===== config.mk =====
export PLATFORM = sky130hd
export DESIGN_NAME = pulse_scheduler
export DESIGN_NICKNAME = d
export VERILOG_FILES = /design/src/rtl/pulse_sched_pkg.sv /design/src/rtl/pulse_sched_timer.sv /design/src/rtl/pulse_scheduler.sv
export SDC_FILE = /design/constraint.sdc
export NUM_CORES = 1
export LEC_CHECK = 0
export BUFFER_PORTS_ARGS = -buffer_cell sky130_fd_sc_hd__buf_2
export CORE_ASPECT_RATIO = 1.4
export CORE_MARGIN = 2
export CORE_UTILIZATION = 25
export CTS_CLUSTER_SIZE = 16
export DETAILED_ROUTE_END_ITERATION = 6
export SYNTH_ARGS = -nofsm -noshare
export SYNTH_HDL_FRONTEND = slang
export SYNTH_HIERARCHICAL = 1
export SYNTH_SLANG_ARGS = --single-unit

===== constraint.sdc =====
create_clock -name clk -period 3.4 [get_ports clk]
set_input_delay 0.34 -clock clk [delete_from_list [all_inputs] [get_ports clk]]
set_output_delay 0.34 -clock clk [all_outputs]
set_load 0.01 [all_outputs]

===== src/rtl/pulse_sched_pkg.sv =====
// Shared types and helpers for the pulse-train sequencer.
// Holds the state encoding, default field widths and the configuration bundle.
package pulse_sched_pkg;

  localparam int TW_DEF = 8;
  localparam int CW_DEF = 8;

  typedef enum logic [2:0] {
    IDLE,
    DELAY,
    HIGH,
    LOW,
    FIN
  } state_t;

  typedef struct packed {
    logic [TW_DEF-1:0] delay;
    logic [TW_DEF-1:0] high;
    logic [TW_DEF-1:0] low;
    logic [CW_DEF-1:0] count;
  } cfg_t;

  // A phase of W cycles loads W-1; a zero width still lasts one cycle.
  function automatic logic [TW_DEF-1:0] phase_load(input logic [TW_DEF-1:0] width);
    return (width == '0) ? '0 : width - 1'b1;
  endfunction

endpackage


===== src/rtl/pulse_sched_timer.sv =====
// Loadable down-counter shared by the delay, high and low phases.
// expired_o is high while the count sits at zero.
module pulse_sched_timer #(
  parameter int TW = 8
) (
  input  logic          clk,
  input  logic          rst_n,
  input  logic          load_i,
  input  logic          en_i,
  input  logic [TW-1:0] load_val_i,
  output logic          expired_o
);

  logic [TW-1:0] cnt_q;

  always_ff @(posedge clk or negedge rst_n) begin
    if (!rst_n) begin
      cnt_q <= '0;
    end else if (load_i) begin
      cnt_q <= load_val_i;
    end else if (en_i && (cnt_q != '0)) begin
      cnt_q <= cnt_q - 1'b1;
    end
  end

  assign expired_o = (cnt_q == '0);

endmodule


===== src/rtl/pulse_scheduler.sv =====
// Pulse-train sequencer: after start, waits a delay then emits N pulses of set high/low width.
// Defining PULSE_SCHED_ABORT_EN adds an abort input that cuts a running train short.
//   state | meaning
//   IDLE  | waiting for start
//   DELAY | pre-pulse delay
//   HIGH  | pulse driven high
//   LOW   | gap between pulses
//   FIN   | one-cycle done strobe
module pulse_scheduler
  import pulse_sched_pkg::*;
#(
  parameter int TW = TW_DEF,
  parameter int CW = CW_DEF
) (
  input  logic          clk,
  input  logic          rst_n,
  input  logic          start,
`ifdef PULSE_SCHED_ABORT_EN
  input  logic          abort,
`endif
  input  logic [TW-1:0] cfg_delay,
  input  logic [TW-1:0] cfg_high,
  input  logic [TW-1:0] cfg_low,
  input  logic [CW-1:0] cfg_count,
  output logic          pulse,
  output logic          busy,
  output logic          done,
  output logic [CW-1:0] pulse_cnt
);

  state_t        state_q;
  logic          pulse_q;
  logic          busy_q;
  logic          done_q;
  logic [CW-1:0] pulse_cnt_q;
  logic [CW-1:0] count_q;
  logic [TW-1:0] high_q;
  logic [TW-1:0] low_q;

  cfg_t          cfg_in;
  logic          abort_hit;
  logic          last_pulse;
  logic          tmr_load;
  logic          tmr_en;
  logic          tmr_expired;
  logic [TW-1:0] tmr_val;

  assign cfg_in = '{delay: cfg_delay, high: cfg_high, low: cfg_low, count: cfg_count};

`ifdef PULSE_SCHED_ABORT_EN
  assign abort_hit = abort;
`else
  assign abort_hit = 1'b0;
`endif

  // pulse_cnt_q never reaches count_q while a pulse is still pending, so +1 cannot wrap.
  assign last_pulse = ((pulse_cnt_q + 1'b1) == count_q);

  always_comb begin
    tmr_load = 1'b0;
    tmr_en   = 1'b0;
    tmr_val  = '0;
    case (state_q)
      IDLE: begin
        if (start) begin
          tmr_load = 1'b1;
          tmr_val  = (cfg_in.delay != '0) ? cfg_in.delay - 1'b1 : phase_load(cfg_in.high);
        end
      end
      DELAY, LOW: begin
        if (tmr_expired) begin
          tmr_load = 1'b1;
          tmr_val  = phase_load(high_q);
        end else begin
          tmr_en = 1'b1;
        end
      end
      HIGH: begin
        if (tmr_expired) begin
          tmr_load = 1'b1;
          tmr_val  = phase_load(low_q);
        end else begin
          tmr_en = 1'b1;
        end
      end
      default: ;
    endcase
  end

  pulse_sched_timer #(.TW(TW)) u_timer (
    .clk        (clk),
    .rst_n      (rst_n),
    .load_i     (tmr_load),
    .en_i       (tmr_en),
    .load_val_i (tmr_val),
    .expired_o  (tmr_expired)
  );

  always_ff @(posedge clk or negedge rst_n) begin
    if (!rst_n) begin
      state_q     <= IDLE;
      pulse_q     <= 1'b0;
      busy_q      <= 1'b0;
      done_q      <= 1'b0;
      pulse_cnt_q <= '0;
      count_q     <= '0;
      high_q      <= '0;
      low_q       <= '0;
    end else begin
      done_q <= 1'b0;
      case (state_q)
        IDLE: begin
          if (start) begin
            high_q      <= cfg_in.high;
            low_q       <= cfg_in.low;
            count_q     <= cfg_in.count;
            pulse_cnt_q <= '0;
            busy_q      <= 1'b1;
            if (cfg_in.count == '0) begin
              state_q <= FIN;
              done_q  <= 1'b1;
            end else if (cfg_in.delay != '0) begin
              state_q <= DELAY;
            end else begin
              state_q <= HIGH;
              pulse_q <= 1'b1;
            end
          end
        end
        DELAY: begin
          if (abort_hit) begin
            state_q <= FIN;
            done_q  <= 1'b1;
          end else if (tmr_expired) begin
            state_q <= HIGH;
            pulse_q <= 1'b1;
          end
        end
        HIGH: begin
          if (abort_hit) begin
            pulse_q <= 1'b0;
            state_q <= FIN;
            done_q  <= 1'b1;
          end else if (tmr_expired) begin
            pulse_q     <= 1'b0;
            pulse_cnt_q <= pulse_cnt_q + 1'b1;
            if (last_pulse) begin
              state_q <= FIN;
              done_q  <= 1'b1;
            end else begin
              state_q <= LOW;
            end
          end
        end
        LOW: begin
          if (abort_hit) begin
            state_q <= FIN;
            done_q  <= 1'b1;
          end else if (tmr_expired) begin
            state_q <= HIGH;
            pulse_q <= 1'b1;
          end
        end
        FIN: begin
          state_q <= IDLE;
          busy_q  <= 1'b0;
        end
        default: begin
          state_q <= IDLE;
          pulse_q <= 1'b0;
          busy_q  <= 1'b0;
        end
      endcase
    end
  end

  assign pulse     = pulse_q;
  assign busy      = busy_q;
  assign done      = done_q;
  assign pulse_cnt = pulse_cnt_q;

endmodule

==> impl_metrics.tcl, run 1 <==
set metrics [dict create \
    status "completed" \
    syn_area_sq_um 3080 \
    period_share_pct 83.9 \
    synth_ff_type "dfrtp_1" \
    postRouteAntennaNets 0 \
    r2r-end "u_timer/cnt_q[0]" \
    slew_headroom_pct 29.7 \
    timing.final.crit_period_ps 2850 \
    antenna_found_initial 0 \
    nets 413 \
    fp.dieH_um 135 \
    place_congestion 0.830 \
    syn_area_per_cell_sq_um 9.64 \
    cp-end-kind "flip-flop" \
    synth_warnings 6 \
    tightest_slew_ps 1050 \
    routed_wl_um 7560 \
    max_cap_viol_count 0 \
    grt_usage_pct 11.5 \
    grt_pass1_vias 2564 \
    rsz0062_at_grt "no" \
    finalMaxSlewViolations 0 \
    synth_compound_area_share_pct 17.3 \
    ys_top_cells_by_count "dfrtp_1, nand2_1, nor2_1" \
    drtIter0Drc 110 \
    skew_ps 9.21 \
    remaining_drc_errors 0 \
    netlist-cell-type-count 58 \
    synth_edf_count 0 \
    drive_above_1_share_pct 24.7 \
    ys_seq_area_share_pct 37.3 \
    areaGrowthSynthToFinish_pct 18.0 \
    pwr_density_cell_nw_per_um2 328 \
    path_clk_slew_ps 70 \
    cts_setup_buffers 0 \
    viasPerCell 5.09 \
    required_ps 3620 \
    htree_num_levels 2 \
    grt_first_pass_wirelength_um 12400 \
    cts_tree "built" \
    synth-seq-cells 46 \
    ioPinCount 46 \
    die_w_um 97.9 \
    regToRegStartpoint "u_timer/cnt_q[0]" \
    fin_area_sq_um 3640 \
    fmax_mhz 350 \
    cts_buffers 5 \
    wl_per_cell_um 14.6 \
    start_util_pct 25.3 \
    clk_path_buf_depth 2 \
    synthMuxAreaShare_pct 7.91 \
    dr.pass1.iters 4 \
    setup_tns_ps 0 \
    std_cell_rows 48 \
    dp_hpwl_um 5770 \
    syn-instance-count 320 \
    die_area_sq_um 13300 \
    synth_top_family_by_area "simple AND/OR/NAND/NOR gates" \
    cts.hold.buffers_added 0 \
    syn-num-nets 366 \
    cts_resized 0 \
    core_area_sq_um 12200 \
    final.fill_count 1303 \
    clock-sinks 46 \
    synthTopCellsByArea "dfrtp_1, mux2_2, xnor2_1" \
    grt_max_degree 47 \
    setup_viol 0 \
    async_flop_share_pct 100 \
    hold_viol 0 \
    rrSetupSlack_ps 550 \
    yosys.area_share.simple_pct 20.6 \
    critical_path.startpoint_type "flip-flop" \
    synthXorXnorAreaFrac_pct 9.09 \
    overflow 0 \
    synth_top_area_share_pct 37.3 \
    io_buffers 45 \
    path_max_fanout 8 \
    synth_adder_area_share_pct 4.46 \
    critical_path_class "flip-flop to flip-flop" \
    p_leak_nw 1.44 \
    hold_path_class "primary input to async pin" \
    yosysMostFrequentCell "dfrtp_1" \
    vias 2635 \
    rr_worst_depth 10 \
    yosys.area.top_type "dfrtp_1" \
    placed_cell_area_sq_um 3490 \
    peakVddDrop_uv 155 \
    root_buffer "clkbuf_16" \
    arrival_ps 3070 \
    insertion_delay_ps 290 \
    diodes 0 \
]
[final cells by class]
class / count / area [sq um] / share of cell area, %
clock inverter: 2 / 12.5 / 0.344
clock buffer: 6 / 139 / 3.82
timing repair buffer: 49 / 255 / 7.01
tap: 150 / 188 / 5.16
sequential: 46 / 1150 / 31.6
multi-input combinational: 251 / 1840 / 50.6
inverter: 14 / 52.6 / 1.44
[per-layer routing]
metal  part of all wire [%]  vias up  track usage, %
li1                       -     1273               -
met1                     41     1283            13.8
met2                     52       68            20.6
met3                    4.9       11            1.96
met4                    2.2        0            4.24
met5                      0        -               0
[cell families after synthesis]
| family | after synthesis |
|---|---|
| simple gates | 114 |
| compound gates | 72 |
| flops | 46 |
| xor+xnor | 32 |
| buf+inv | 23 |
| mux | 22 |
| fa+ha+maj | 11 |
[through the flow]
step | power, mW | setup slack [ps] | utilization [%] | cells | hold slack, ps
finish | 1.20 | 546 | 29.9 | 518 | 236
global route | 1.25 | 324 | 29.9 | 518 | 284
CTS | 1.21 | 559 | 29.9 | 518 | 273
detailed placement | 0.708 | 575 | 28.6 | 510 | 517
global placement | 0.705 | 688 | 28.6 | 510 | 516
floorplan | 0.646 | 689 | - | 320 | 44.4
[cell usage in the layout (no fill, tap or decap), types with 4 or more instances in the layout]
cell type | netlist | final
nand2_1 | 27 | 27
xor2_1 | 14 | 14
o22ai_1 | 4 | 4
o221ai_1 | 9 | 9
nor2_1 | 23 | 23
dfrtp_1 | 46 | 46
nand3_1 | 12 | 12
o21ai_0 | 17 | 17
xnor2_1 | 18 | 18
nand3b_1 | 4 | 4
o31ai_1 | 5 | 5
and2_1 | 4 | 4
a21oi_1 | 9 | 9
inv_1 | 13 | 13
mux2_2 | 19 | 19
nor4_1 | 5 | 5
buf_4 | 2 | 4
nor3b_1 | 5 | 5
buf_2 | 5 | 45
nor3_1 | 11 | 11
ha_1 | 11 | 11
clkbuf_16 | 0 | 5
[how the worst max path moves through the flow]
stage	slack, ps	end	depth (start not counted)	start
floorplan	690	u_timer/cnt_q[7]	9	u_timer/cnt_q[0]
global placement	690	u_timer/cnt_q[1]	10	u_timer/cnt_q[0]
detailed placement	570	u_timer/cnt_q[7]	8	u_timer/cnt_q[0]
CTS	560	u_timer/cnt_q[1]	10	u_timer/cnt_q[0]
global route	320	u_timer/cnt_q[7]	9	u_timer/cnt_q[0]
finish	550	u_timer/cnt_q[0]	10	u_timer/cnt_q[0]
[power by group]
part | internal, mW | switching [mW]
clock | 0.291 | 0.208
sequential | 0.563 | 0.0150
combinational | 0.0534 | 0.0649
[critical path, stage by stage (launching register included)]
cell      delay, ps
dfrtp_1         400
inv_1           110
ha_1            210
or3b_2          500
nor2_1          350
nor2b_1         270
nand3b_1        150
a31o_2          300
o221ai_1        290
a21oi_1         110
nand3_1          90
[state kept, by name, summed over array words and instances (netlist names)]
register	count
high_q	8
count_q	8
pulse	1
u_timer/cnt_q	8
done	1
busy	1
low_q	8
state_q	3
pulse_cnt	8
No activity file was read; power rests on OpenSTA's default activity.
==> run 2, diff against run 1 <==
--- a/config.mk
+++ b/config.mk
@@ -5,6 +5,7 @@
 export SDC_FILE = /design/constraint.sdc
 export NUM_CORES = 1
 export LEC_CHECK = 0
+export ABC_AREA = 1
 export BUFFER_PORTS_ARGS = -buffer_cell sky130_fd_sc_hd__buf_2
 export CORE_ASPECT_RATIO = 1.4
 export CORE_MARGIN = 2
==> constraint.sdc (replaced) <==
create_clock -name clk -period 2.4 [get_ports clk]
set_input_delay 0.24 -clock clk [delete_from_list [all_inputs] [get_ports clk]]
set_output_delay 0.24 -clock clk [all_outputs]
set_load 0.01 [all_outputs]
==> run 2 against run 1 <==
Against the previous run: sequential power rose by 34%; first-iteration DRC count rose by 85%; final cell count rose by 32%; design area rose by 7.0%; synthesized area rose by 7.1%; sequential share of layout area fell by 2.1 points; critical endpoint is now u_timer/cnt_q[7].
==> impl_metrics.tcl, run 2 <==
set metrics [dict create \
    status "completed" \
    pwr_density_cell_nw_per_um2 427 \
    slew_headroom_pct 60.9 \
    hold_path_class "primary input to async pin" \
    overflow 0 \
    areaGrowthSynthToFinish_pct 17.8 \
    required_ps 2630 \
    power.share.switching_pct 21.7 \
    synthTopCellsByArea "dfrtp_1, nand2_1, inv_1" \
    peakVddDrop_uv 222 \
    die_area_sq_um 14200 \
    p_leak_nw 1.98 \
    stdcell_count 683 \
    start_util_pct 25.7 \
    root_buffer "clkbuf_16" \
    grt_pass1_vias 3165 \
    p_comb_share_pct 6.1 \
    setup_tns_ps 0 \
    power_mw 1.66 \
    async_flop_share_pct 100 \
    cts_buffers 5 \
    max_cap_viol_count 0 \
    rrSetupSlack_ps 230 \
    wl_per_cell_um 12.2 \
    clock-sinks 46 \
    drive_above_1_share_pct 15.5 \
    std_cell_rows 49 \
    syn-num-nets 525 \
    path_clk_slew_ps 60 \
    ys_seq_area_share_pct 34.8 \
    grt_first_pass_wirelength_um 14000 \
    arrival_ps 2400 \
    ioPinCount 46 \
    htree_num_levels 2 \
    ys_top_cells_by_count "nand2_1, inv_1, nand3_1" \
    yosysMostFrequentCell "nand2_1" \
    place_congestion 0.902 \
    netlist-cell-type-count 34 \
    fmax_mhz 462 \
    p_sw_uw 361 \
    syn_area_sq_um 3300 \
    remaining_drc_errors 0 \
    place_ws_ps 205 \
    drtIter0Drc 204 \
    viasPerCell 4.70 \
    clockPowerShare_pct 47.3 \
    cp-end-kind "flip-flop" \
    placed_cells 675 \
    die_w_um 101 \
    crit_start "u_timer/cnt_q[0]" \
    insertion_delay_ps 290 \
    postRouteAntennaNets 0 \
    final.fill_count 1402 \
    finalMaxSlewViolations 0 \
    clk_path_buf_depth 2 \
    routed_wl_um 8310 \
    final_common_cell "nand2_1" \
    cts_tree "built" \
    nets 575 \
    p_int_mw 1.30 \
    critical_path_class "flip-flop to flip-flop" \
    synth_top_area_share_pct 34.8 \
    layout_common_cells "nand2_1, inv_1, nand3_1" \
    vias 3208 \
    dp_hpwl_um 6680 \
    p_seq_share_pct 46.6 \
    multi_input_area_sq_um 1830 \
    rsz0062_at_grt "no" \
    grt_usage_pct 12.2 \
    r2r-end "u_timer/cnt_q[7]" \
    final_core_util_pct 30.2 \
    fp.dieH_um 140 \
    yosys.area.top_type "dfrtp_1" \
    timing.final.crit_period_ps 2170 \
    hold_viol 0 \
    syn_area_per_cell_sq_um 6.90 \
    period_share_pct 90.2 \
    grt_max_degree 47 \
    skew_ps 4.24 \
    core_area_sq_um 12900 \
    syn-instance-count 479 \
    tightest_slew_ps 586 \
    endpoint "u_timer/cnt_q[7]" \
    cts_setup_buffers 0 \
    synth_edf_count 0 \
    layout.area.seq_sq_um 1150 \
    synth_ff_type "dfrtp_1" \
    critical_path.startpoint_type "flip-flop" \
    setup_ws_ps 235 \
    antenna_found_initial 0 \
    setup_viol 0 \
    regToRegStartpoint "u_timer/cnt_q[0]" \
    rr_worst_depth 14 \
    path_max_fanout 7 \
    io_buffers 45 \
    synth_warnings 6 \
    dr.pass1.iters 5 \
    synth-seq-cells 46 \
    diodes 0 \
    cts.hold.buffers_added 0 \
]
[run 2: area by class of cell]
cell class                      instances  share of cell area [%]
Clock buffer                            5                    3.21
Clock inverter                          3                    1.03
Inverter                               80                    7.74
Multi-Input combinational cell        347                    47.0
Sequential cell                        46                    29.6
Tap cell                              153                    4.92
Timing Repair Buffer                   49                    6.56
[run 2: worst max-delay path: stages, from the launching register on]
cell and delay, ps:
dfrtp_1 380, inv_1 170, ha_1 170, nand2_1 100, nor2_1 200, inv_1 110, nor2_2 250, nand2_2 160
a21oi_1 130, o21ai_0 100, nand3_1 110, nand2_1 70, nand2_1 70, inv_1 30, nand2_1 50
[run 2: cell families (layout without fill, tap and decap cells)]
family	after synthesis	in the layout	synth area share, %
XOR/XNOR	19	19	5.04
AND/OR/NAND/NOR	244	244	33.5
adder cells (fa/ha/maj)	11	11	4.17
buffers and inverters	86	137	9.88
AO/OA/AOI/OAI	73	73	12.5
flip-flops	46	46	34.8
[run 2: power by group through the flow]
stage	Clock (mW)	Sequential, mW	Combinational (mW)
floorplan	0	0.790	0.0394
global placement	0	0.790	0.0996
detailed placement	0	0.790	0.102
CTS	0.806	0.775	0.103
global route	0.840	0.774	0.116
finish	0.786	0.775	0.101
[run 2: what timing repair did]
item                                   CTS  global route
gates resized for setup                  0             1
setup endpoints to repair                0             3
endpoints found under the hold margin    0             0
[run 2: how the worst min path moves through the flow]
| stage | to | slack [ps] | cells after the start |
|---|---|---|---|
| 6_report | count_q[5] | 20 | 2 |
| 5_1_grt | count_q[5] | 80 | 2 |
| 4_1_cts | count_q[5] | 60 | 2 |
| 3_3_place_gp | pulse_cnt[2] | 360 | 2 |
| 2_1_floorplan | busy | -60 | 0 |
| 3_5_place_dp | pulse_cnt[2] | 370 | 2 |
[run 2: through the flow]
stage               hold WS [ps]  area, sq um
floorplan                  -55.6         3300
global placement             364         3730
detailed placement           368         3730
CTS                         57.5         3890
global route                79.3         3890
finish                      21.3         3890
[run 2: routing by layer]
metal / GRT usage (%) / part of all wire [%] / wire (um)
met1: 13.9 / 41 / 3410
met2: 21.8 / 53 / 4430
met3: 1.25 / 2.6 / 217
met4: 6.61 / 3.1 / 257
met5: 0 / 0 / 0
==> run 3, diff against run 2 <==
--- a/config.mk
+++ b/config.mk
@@ -6,6 +6,7 @@
 export NUM_CORES = 1
 export LEC_CHECK = 0
 export ABC_AREA = 1
+export ABC_CLOCK_PERIOD_IN_PS = 2000
 export BUFFER_PORTS_ARGS = -buffer_cell sky130_fd_sc_hd__buf_2
 export CORE_ASPECT_RATIO = 1.4
 export CORE_MARGIN = 2
==> constraint.sdc (replaced) <==
create_clock -name clk -period 2 [get_ports clk]
set_input_delay 0.2 -clock clk [delete_from_list [all_inputs] [get_ports clk]]
set_output_delay 0.2 -clock clk [all_outputs]
set_load 0.01 [all_outputs]
==> run 3 against run 2 <==
Against the previous run: the flow now finishes with violations (negative hold slack); core utilization grew 0.90 points; register-to-register slack lost 50 ps; non-clock buffer count grew 14; final cell count grew 2.0%; critical path depth is the same; sequential power grew 20%; design area grew 3.0%; power grew 14%; worst setup slack lost 47 ps; count of clock-buffer cells in the layout is the same; critical path type unchanged; largest cell class unchanged.
==> impl_metrics.tcl, run 3 (synthesized netlist as in run 2, its figures left out) <==
set metrics [dict create \
    path_cells "inv_1 > ha_1 > nand2_1 > nor2_2 > inv_1 > nor2_4 > nand2_4 > a21oi_1 > o21ai_1 > nand3_1 > nand2_1 > nand2_1 > inv_1 > nand2_1" \
    fp.dieH_um 140 \
    cts_tree "built" \
    setup_ws_ps 187 \
    violations "negative hold slack" \
    vias 3204 \
    finalMaxSlewViolations 0 \
    start_util_pct 25.7 \
    grt_max_degree 47 \
    placed_cells 687 \
    remaining_drc_errors 0 \
    p_leak_nw 2.03 \
    path_clk_slew_ps 70 \
    die_w_um 101 \
    postRouteAntennaNets 0 \
    place_ws_ps -30.9 \
    grt_usage_pct 12.7 \
    std_cell_rows 49 \
    required_ps 2230 \
    nets 589 \
    layout_common_cells "nand2_1, inv_1, nand3_1" \
    cpMostUsedCell "nand2_1" \
    whs_ps -12.1 \
    die_area_sq_um 14200 \
    grtUsageMet3_pct 1.35 \
    period_share_pct 90.6 \
    core_area_sq_um 12900 \
    fmax_mhz 552 \
    areaGrowthSynthToFinish_pct 21.4 \
    dr.pass1.iters 4 \
    clk_path_buf_depth 2 \
    dp_hpwl_um 6800 \
    cp-end-kind "flip-flop" \
    arrival_ps 2050 \
    ioPinCount 46 \
    root_buffer "clkbuf_16" \
    antenna_found_initial 0 \
    cts.hold.buffers_added 0 \
    timing.final.crit_period_ps 1810 \
    grt_pass1_vias 3215 \
    grt_use_met1_pct 14.4 \
    critPathSlowestCell "dfrtp_1" \
    gr-usage-met2_pct 23.0 \
    crit_start "u_timer/cnt_q[1]" \
    drive_above_1_share_pct 18.6 \
    setup_viol 0 \
    htree_num_levels 2 \
    routed_wl_um 8550 \
    place_congestion 0.915 \
    drtIter0Drc 170 \
    final_core_util_pct 31.1 \
    path_max_fanout 7 \
    busiest_layer "met2" \
    peakVddDrop_uv 336 \
    critical_path.startpoint_type "flip-flop" \
    pwr_density_cell_nw_per_um2 474 \
    io_buffers 45 \
    regToRegStartpoint "u_timer/cnt_q[1]" \
    max_cap_viol_count 0 \
    stdcell_count 697 \
    overflow 0 \
    skew_ps 3.56 \
    insertion_delay_ps 290 \
    grt_first_pass_wirelength_um 14600 \
    clock-sinks 46 \
    power_mw 1.90 \
    tightest_slew_ps 611 \
    status "finished with violations" \
    hold_viol 6 \
    final_common_cell "nand2_1" \
    critical_path_class "flip-flop to flip-flop" \
    slew_headroom_pct 59.3 \
    cts_buffers 5 \
    wl_per_cell_um 12.3 \
    viasPerCell 4.60 \
    hold_path_class "primary input to async pin" \
    critPathMaxStageDelay_ps 380 \
    setup_tns_ps 0 \
    diodes 0 \
]
==> run 3: critical path: cells and delay by family (launching register included) <==
| family | cells | cell delay [ps] |
|---|---|---|
| AOI/OAI and AO/OA | 2 | 230 |
| buffers and inverters | 3 | 240 |
| DFF | 1 | 380 |
| and+or+nand+nor | 8 | 740 |
| adders and majority gates | 1 | 150 |
==> run 3: timing repair <==
| action | 4_1_cts | 5_1_grt |
|---|---|---|
| gates resized for setup | 1 | 10 |
| cloned | 0 | 0 |
| buffers inserted | 0 | 2 |
| endpoints found under the setup margin | 1 | 15 |
| pin swaps | 0 | 3 |
==> run 3: through the flow <==
step,area (sq um),hold slack (ps)
floorplan,3300,-95.6
global placement,3820,334
detailed placement,3820,340
CTS,3970,21.0
global route,4010,45.6
finish,4010,-12.1
==> run 3: layout make-up <==
type                       instances  area [sq um]
fill                            1383          8860
multi-input combinational        347          1860
sequential                        46          1150
timing repair buffer              63           364
inverter                          80           302
tap                              153           191
clock buffer                       5           125
clock inverter                     3          21.3
==> run 3: power breakdown <==
group | internal, mW | total (mW) | switching (mW)
Clock | 0.464 | 0.847 | 0.384
Sequential | 0.930 | 0.930 | 0
Combinational | 0.0469 | 0.124 | 0.0774
Total | 1.44 | 1.90 | 0.461
==> run 3: path summary, 6_finish.rpt <==
kind	end	slack, ps	depth (start not counted)
max	u_timer/cnt_q[7]	190	14
min	pulse_cnt[2]	-10	2
max reg2reg	u_timer/cnt_q[7]	190	14
min reg2reg	high_q[7]	490	2
max in group asynchronous	low_q[0]	1580	2
min in group clk	low_q[7]	120	3
==> run 3: metal layers <==
| layer | wire length (um) | part of all wire [%] |
|---|---|---|
| met3 | 168 | 2.0 |
| met2 | 4530 | 53 |
| met1 | 3620 | 42 |
| met5 | 0 | 0 |
| met4 | 225 | 2.6 |
